[config.mk]
export PLATFORM = sky130hd
export DESIGN_NAME = palindrome_stream_detector_flat
export DESIGN_NICKNAME = d
export VERILOG_FILES = /design/src/rtl/palindrome_stream_detector_if.sv /design/src/rtl/palindrome_stream_detector.sv /design/src/flat_wrapper.sv
export SDC_FILE = /design/constraint.sdc
export NUM_CORES = 1
export LEC_CHECK = 0
export CAP_MARGIN = 20
export CORE_AREA = 2 2 53 59
export DETAILED_ROUTE_END_ITERATION = 16
export DIE_AREA = 0 0 55 61
export GPL_ROUTABILITY_DRIVEN = 0
export HOLD_SLACK_MARGIN = 0.08
export PLACE_DENSITY = 0.8
export SYNTH_ARGS = -nofsm -noshare
export SYNTH_HDL_FRONTEND = slang
export SYNTH_SLANG_ARGS = --single-unit
export TNS_END_PERCENT = 20
[constraint.sdc]
create_clock -name i_clk -period 4.8 [get_ports i_clk]
set_clock_uncertainty 0.2 [all_clocks]
set_input_delay 0.96 -clock i_clk [delete_from_list [all_inputs] [get_ports i_clk]]
set_output_delay 0.96 -clock i_clk [all_outputs]
set_load 0.02 [all_outputs]
[src/rtl/palindrome_stream_detector_if.sv]
// Symbol stream and result handshake bundle for palindrome_stream_detector.
// The source/sink side uses the master modport; the detector uses slave.
interface palindrome_stream_detector_if #(
  parameter int SYM_W = 1
);
  logic             i_valid;
  logic             o_ready;
  logic [SYM_W-1:0] i_data;
  logic             i_mode;
  logic             o_valid;
  logic             i_ready;
  logic             o_match;

  modport master (
    output i_valid, i_data, i_mode, i_ready,
    input  o_ready, o_valid, o_match
  );

  modport slave (
    input  i_valid, i_data, i_mode, i_ready,
    output o_ready, o_valid, o_match
  );
endinterface

[src/rtl/palindrome_stream_detector.sv]
// Streaming palindrome detector over the last WIN_LEN accepted symbols.
// Each accept shifts the window (win_r[0] newest); once the window is full,
// every accept loads one result into a single output register with
// backpressure. Mode 0 compares symbol order, mode 1 compares the fully
// bit-reversed flattened window. A saturating counter tallies matches.
module palindrome_stream_detector #(
  parameter int SYM_W   = 1,
  parameter int WIN_LEN = 4,
  parameter int CNT_W   = 16,
  localparam int FILL_W = $clog2(WIN_LEN + 1)
) (
  input  logic                          i_clk,
  input  logic                          i_rst,
  input  logic                          i_clear,
  palindrome_stream_detector_if.slave   bus,
  output logic [FILL_W-1:0]             o_fill,
  output logic [CNT_W-1:0]              o_match_cnt
);

  localparam logic [FILL_W-1:0] FILL_FULL = FILL_W'(WIN_LEN);
  localparam logic [FILL_W-1:0] FILL_ONE  = FILL_W'(1);
  localparam logic [CNT_W-1:0]  CNT_MAX   = {CNT_W{1'b1}};
  localparam logic [CNT_W-1:0]  CNT_ONE   = CNT_W'(1);

  logic [SYM_W-1:0]  win_r    [WIN_LEN];
  logic [SYM_W-1:0]  win_next [WIN_LEN];
  logic [FILL_W-1:0] fill_r;
  logic [FILL_W-1:0] fill_next;
  logic              valid_r;
  logic              match_r;
  logic [CNT_W-1:0]  cnt_r;

  logic              ready_s;
  logic              accept_s;
  logic              load_s;
  logic              sym_match_s;
  logic              bit_match_s;
  logic              match_s;

  // Mirror a symbol end to end (bit 0 <-> bit SYM_W-1).
  function automatic logic [SYM_W-1:0] bit_reverse(input logic [SYM_W-1:0] v);
    logic [SYM_W-1:0] r;
    r = {SYM_W{1'b0}};
    for (int b = 0; b < SYM_W; b++) begin
      r[b] = v[SYM_W-1-b];
    end
    return r;
  endfunction

  // Handshake: accept only when not flushing and the output slot is free or draining.
  always_comb begin
    ready_s  = !i_clear && (!valid_r || bus.i_ready);
    accept_s = bus.i_valid && ready_s;
  end

  // Post-shift window and fill as they will look after this accept.
  always_comb begin
    win_next[0] = bus.i_data;
    for (int k = 1; k < WIN_LEN; k++) begin
      win_next[k] = win_r[k-1];
    end
    fill_next = (fill_r == FILL_FULL) ? fill_r : (fill_r + FILL_ONE);
    load_s    = accept_s && (fill_next == FILL_FULL);
  end

  // Palindrome evaluation of the post-shift window in both modes.
  always_comb begin
    sym_match_s = 1'b1;
    bit_match_s = 1'b1;
    for (int k = 0; k < WIN_LEN; k++) begin
      sym_match_s = sym_match_s & (win_next[k] == win_next[WIN_LEN-1-k]);
      bit_match_s = bit_match_s & (win_next[k] == bit_reverse(win_next[WIN_LEN-1-k]));
    end
    match_s = bus.i_mode ? bit_match_s : sym_match_s;
  end

  // Window shift register and saturating fill count.
  always_ff @(posedge i_clk or posedge i_rst) begin
    if (i_rst) begin
      win_r  <= '{default: {SYM_W{1'b0}}};
      fill_r <= {FILL_W{1'b0}};
    end else if (i_clear) begin
      win_r  <= '{default: {SYM_W{1'b0}}};
      fill_r <= {FILL_W{1'b0}};
    end else if (accept_s) begin
      win_r  <= win_next;
      fill_r <= fill_next;
    end else begin
      win_r  <= win_r;
      fill_r <= fill_r;
    end
  end

  // Output result register: load on eligible accept, drop on drain, hold under backpressure.
  always_ff @(posedge i_clk or posedge i_rst) begin
    if (i_rst) begin
      valid_r <= 1'b0;
      match_r <= 1'b0;
    end else if (i_clear) begin
      valid_r <= 1'b0;
      match_r <= 1'b0;
    end else if (load_s) begin
      valid_r <= 1'b1;
      match_r <= match_s;
    end else if (bus.i_ready) begin
      valid_r <= 1'b0;
      match_r <= match_r;
    end else begin
      valid_r <= valid_r;
      match_r <= match_r;
    end
  end

  // Saturating count of loaded results that matched.
  always_ff @(posedge i_clk or posedge i_rst) begin
    if (i_rst) begin
      cnt_r <= {CNT_W{1'b0}};
    end else if (i_clear) begin
      cnt_r <= {CNT_W{1'b0}};
    end else if (load_s && match_s && (cnt_r != CNT_MAX)) begin
      cnt_r <= cnt_r + CNT_ONE;
    end else begin
      cnt_r <= cnt_r;
    end
  end

  assign bus.o_ready  = ready_s;
  assign bus.o_valid  = valid_r;
  assign bus.o_match  = match_r;
  assign o_fill       = fill_r;
  assign o_match_cnt  = cnt_r;

endmodule

[src/flat_wrapper.sv]
// flat-port wrapper written by rule: the top's interface ports become plain ports
module palindrome_stream_detector_flat 
#(
  parameter int SYM_W   = 1,
  parameter int WIN_LEN = 4,
  parameter int CNT_W   = 16,
  localparam int FILL_W = $clog2(WIN_LEN + 1)
)
  (i_clk, i_rst, i_clear, o_fill, o_match_cnt, bus_i_valid, bus_i_data, bus_i_mode, bus_i_ready, bus_o_ready, bus_o_valid, bus_o_match);
  palindrome_stream_detector_if #(.SYM_W(SYM_W)) bus_i ();
  input  logic i_clk;
  input  logic i_rst;
  input  logic i_clear;
  output logic [FILL_W-1:0] o_fill;
  output logic [CNT_W-1:0] o_match_cnt;
  input wire logic [$bits(bus_i.i_valid)-1:0] bus_i_valid;
  input wire logic [$bits(bus_i.i_data)-1:0] bus_i_data;
  input wire logic [$bits(bus_i.i_mode)-1:0] bus_i_mode;
  input wire logic [$bits(bus_i.i_ready)-1:0] bus_i_ready;
  output wire logic [$bits(bus_i.o_ready)-1:0] bus_o_ready;
  output wire logic [$bits(bus_i.o_valid)-1:0] bus_o_valid;
  output wire logic [$bits(bus_i.o_match)-1:0] bus_o_match;
  assign bus_i.i_valid = bus_i_valid;
  assign bus_i.i_data = bus_i_data;
  assign bus_i.i_mode = bus_i_mode;
  assign bus_i.i_ready = bus_i_ready;
  assign bus_o_ready = bus_i.o_ready;
  assign bus_o_valid = bus_i.o_valid;
  assign bus_o_match = bus_i.o_match;
  palindrome_stream_detector #(.SYM_W(SYM_W), .WIN_LEN(WIN_LEN), .CNT_W(CNT_W)) u_core (.i_clk(i_clk), .i_rst(i_rst), .i_clear(i_clear), .bus(bus_i), .o_fill(o_fill), .o_match_cnt(o_match_cnt));
endmodule
Word-level counts from Yosys, hierarchy flattened

Cells that the tools add are included.

Register bits after elaboration: 24
Output and inout bits: 22

Reduce and logical (&&, ||, !) cells: 12
Add/sub/neg operators: 2
Mux-type cells: 12
Bitwise gates (word level): 3
Equal/unequal tests: 7

Operators by type and width:

| operator                                                         | count |
|---|---|
| 16-bit 2-to-1 mux                                                | 2 |
| 16-bit by 1-bit adder with 16-bit output (second input constant) | 1 |
| 16-bit != test (second input constant)                           | 1 |
| 3-bit 2-to-1 mux                                                 | 3 |
| 4-bit 2-to-1 mux                                                 | 2 |
| 3-bit equality test (second input constant)                      | 2 |
| 2-bit nonzero test                                               | 3 |
| 1-bit logical AND                                                | 5 |
| 1-bit 2-to-1 mux                                                 | 5 |
| 1-bit equality test                                              | 4 |
| 3-bit by 1-bit adder with 3-bit output (second input constant)   | 1 |
| 1-bit AND                                                        | 3 |
| 3-bit nonzero test                                               | 1 |
| 1-bit zero test                                                  | 2 |
| 1-bit logical OR                                                 | 1 |

Logic depth before layout (Yosys ltp)

Depth after elaboration: 9
Gate-level depth with buffers: 9

Worst setup path before layout

No wires, ideal clock.

Path type: input to output
From: input port i_clear
To: output port bus_o_ready
Data arrival time: 1.667 ns
Required time: 3.640 ns
Buffers on the path: 2
Cell stages on the path: 3
Path slack: 1.973 ns
Cells stage by stage: clkbuf_1 -> buf_1 -> nor2_1

Word-level cells in the longest chain between the ends: 2

RTL lines:

| what              | line                             | text |
|---|---|---|
| from (decl)       | flat_wrapper.sv:13               | `input logic i_clear;` |
| 1-bit zero test   | palindrome_stream_detector.sv:52 | `ready_s = !i_clear && (!valid_r \|\| bus.i_ready);` |
| 1-bit logical AND | palindrome_stream_detector.sv:52 |  |
| to (decl)         | flat_wrapper.sv:20               | `output wire logic [$bits(bus_i.o_ready)-1:0] bus_o_ready;` |

No other way between the ends.

Final worst setup path

Same ends and word-level chain as after synthesis.

==> results.md <==
- Share of cells above drive strength 1: 0.0625
- EDFF count, synth: 0
- CP arrival: 2.49 ns
- Initial Util: 0.518
- Avg Cell Area, Syn: 9.51 um2
- Final Hold Viols: 0
- Post-Syn Nets: 160
- Slew Viols, Final: 0
- Slew margin rel.: 0.367
- Clock slew at reported path FFs: 0.13 ns
- DIE AREA: 3360 um2
- Post-synth ARST share: 1.00
- H-tree levels: 1
- Startpoint Class: primary input
- Starting DRT DRC Count: 53
- Setup TNS: 0 ns
- Hold Path Origin: u_core.o_match_cnt[14]
- CTS resizes: 0
- Vias after detailed routing: 1265
- Crit-path max cell delay: 0.70 ns
- Worst path buffer plus inverter count: 2
- Worst Hold Class: flip-flop to flip-flop
- Leak: 0.668 nW
- I/O pins: 29
- Maxcap violations: 0
- Initial antenna violation count: 0
- Core area: 2750 um2
- Worst VDD drop: 183 uV
- Post-layout util: 0.631
- Synth Register Bits: 24
- Grt ovf: 0
- Die width: 55 um
- Wirelength per Cell: 15.2 um
- Synth Flop Type: dfrtp_1
- RR Endpoint: u_core.o_match_cnt[6]
- Crit path kind: primary input to primary output
- Crit Path Max Fanout: 14
- Final nets: 188
- Yosys top cell by area: dfrtp_1
- CP dominant cell by count: clkdlybuf4s50_1
- Root Buffer: clkbuf_4
- Worst Hold Path EP: u_core.o_match_cnt[14]
- Status: finished, final reports clean
- Mapped Cells: 150
- Skew-Pair Late Insertion Delay: 0.31 ns
- Post-DRT Antenna Nets: 0
- Total GRT Usage: 0.220
- Drt pass-1 iters: 4
- Total power: 0.354 mW
- Critical R2R Launch: u_core.o_fill[0]
- CTS Sinks: 24
- CTS tree: done
- Distinct cell type count of the synthesized netlist: 40
- Setup-failing EPs final: 0
- Ant. Diodes: 0
- Hpwl dp: 2240 um
- PortBufs: 27
- Post-Layout Cell Count: 209
- Area Growth Syn to Fin: 21.8%
- Cell Area, Synth: 1430 um2
- CTS Hold Buffers Added: 0
- Vias in the first global route: 1164
- Worst R2R Path Depth: 7
- Residual DRC count: 0
- Pwr dens: 204 nW/um2
- Wirelength, routed: 3180 um
- Seq/Total Area, Yosys: 0.421
- RSZ-0062 raised after global routing: no
- CTS max path bufs: 2
- Tightest Pin Transition: 0.949 ns
- Top cells by area, synth: dfrtp_1, nand2_1, o31ai_1
- Max Clock Freq: 274 MHz
- Final cycle utilization of the critical path: 0.760
- Yosys top cell area share: 0.421
- Top delay family on crit path: buffers and inverters
- Post-CTS setup buffer count: 0
- Worst reg-to-reg setup slack: 1.95 ns
- WHS Path Cells: 1
- Worst-path cell chain: clkdlybuf4s50_1 > nor2_1 > clkdlybuf4s50_1
- First-pass GRT wire length: 5350 um
- Final min period: 3.65 ns
- Die Y: 61 um
- Req. time, crit path: 3.64 ns
- Synth Warn #: 0
- Routed vias/inst: 6.05
- CP endpoint kind: primary output
- Placed instance count: 205
- Total CTS buffers: 3
- # rows: 20
- Largest net degree at the start of global routing: 28
- Critical path's slowest cell: clkdlybuf4s50_1
==> worst register-to-register path: stages, from the launching register on <==
cell and delay [ns]:
dfrtp_1 0.48, inv_1 0.11, ha_1 0.25, or3b_1 0.43, a31oi_4 0.24, nand3_4 0.29, nor4_1 0.39, mux2_1 0.36
==> logic make-up after synthesis <==
family,after synthesis,share of synthesized area
flip-flops,24,0.421
buffers and inverters,11,0.0403
XOR/XNOR,3,0.0184
AND/OR/NAND/NOR,71,0.289
adder cells (fa/ha/maj),3,0.0263
AO/OA/AOI/OAI,35,0.182
multiplexers,3,0.0237
==> flip-flops by register name, summed over array words and instances, names as in the netlist <==
register and flops:
u_core.o_match_cnt 16, u_core.o_fill 3, u_core.win_next 3, u_core.bus.o_match 1, u_core.bus.o_valid 1
==> worst max path at each step <==
stage                     cells after the start    start           to  slack [ns]
after floorplan                               3  i_clear  bus_o_ready        1.97
after global placement                        3  i_clear  bus_o_ready        1.17
after detailed placement                      3  i_clear  bus_o_ready        1.17
after CTS                                     3  i_clear  bus_o_ready        1.16
after global routing                          3  i_clear  bus_o_ready        1.07
final                                         3  i_clear  bus_o_ready        1.15
==> stage by stage <==
stage                     setup WS (ns)  hold WS [ns]  area [um2]
after global routing               1.07         0.356        1740
after floorplan                    1.97         0.290        1430
after detailed placement           1.17         0.299        1710
final                              1.15         0.319        1740
after global placement             1.17         0.297        1710
after CTS                          1.16         0.330        1730
==> where the power goes <==
group / leakage [nW] / internal, mW / switching (mW) / total [mW]
sequential: 0.332 / 0.206 / 0.00457 / 0.211
combinational: 0.322 / 0.0218 / 0.0320 / 0.0538
clock: 0.0138 / 0.0294 / 0.0603 / 0.0897
==> layout make-up <==
| class | count | area (um2) |
|---|---|---|
| inverter | 5 | 18.8 |
| fill | 254 | 1020 |
| timing repair buffer | 29 | 285 |
| sequential | 24 | 601 |
| clock buffer | 3 | 22.5 |
| tap | 33 | 41.3 |
| multi-input combinational | 115 | 768 |
==> metal layers <==
layer  up-vias  share of wire  track usage
li1        618              -            -
met1       617           0.44        0.286
met3         2          0.041       0.0246
met5         -              0            0
met2        28           0.51        0.374
met4         0         0.0060       0.0801
==> synth_stat cells (2+ instances only) <==
cell	n
nand3_1	10
clkbuf_1	2
inv_1	5
buf_6	2
ha_1	3
xor2_1	2
nor2b_1	5
o41ai_2	2
o31ai_1	8
nand2_1	17
and4_1	2
dfrtp_1	24
nand4_1	4
nor2_1	9
mux2_1	3
a21oi_1	11
or4_1	6
o311ai_1	3
or3_1	2
nand2b_1	2
nor4_1	3
o21ai_0	5
and3_1	3
==> cells in the final DEF, fill, tap and decap left out, types with 4 or more instances in the layout <==
cell             instances
dfrtp_1                 24
o31ai_1                  8
nand3_1                 10
or4_1                    6
nand4_1                  4
o21ai_0                  5
a21oi_1                 11
nand2_1                 17
clkdlybuf4s50_1         27
inv_1                    5
nor2b_1                  5
nor2_1                   9
No activity file was read; power rests on OpenSTA's default activity.
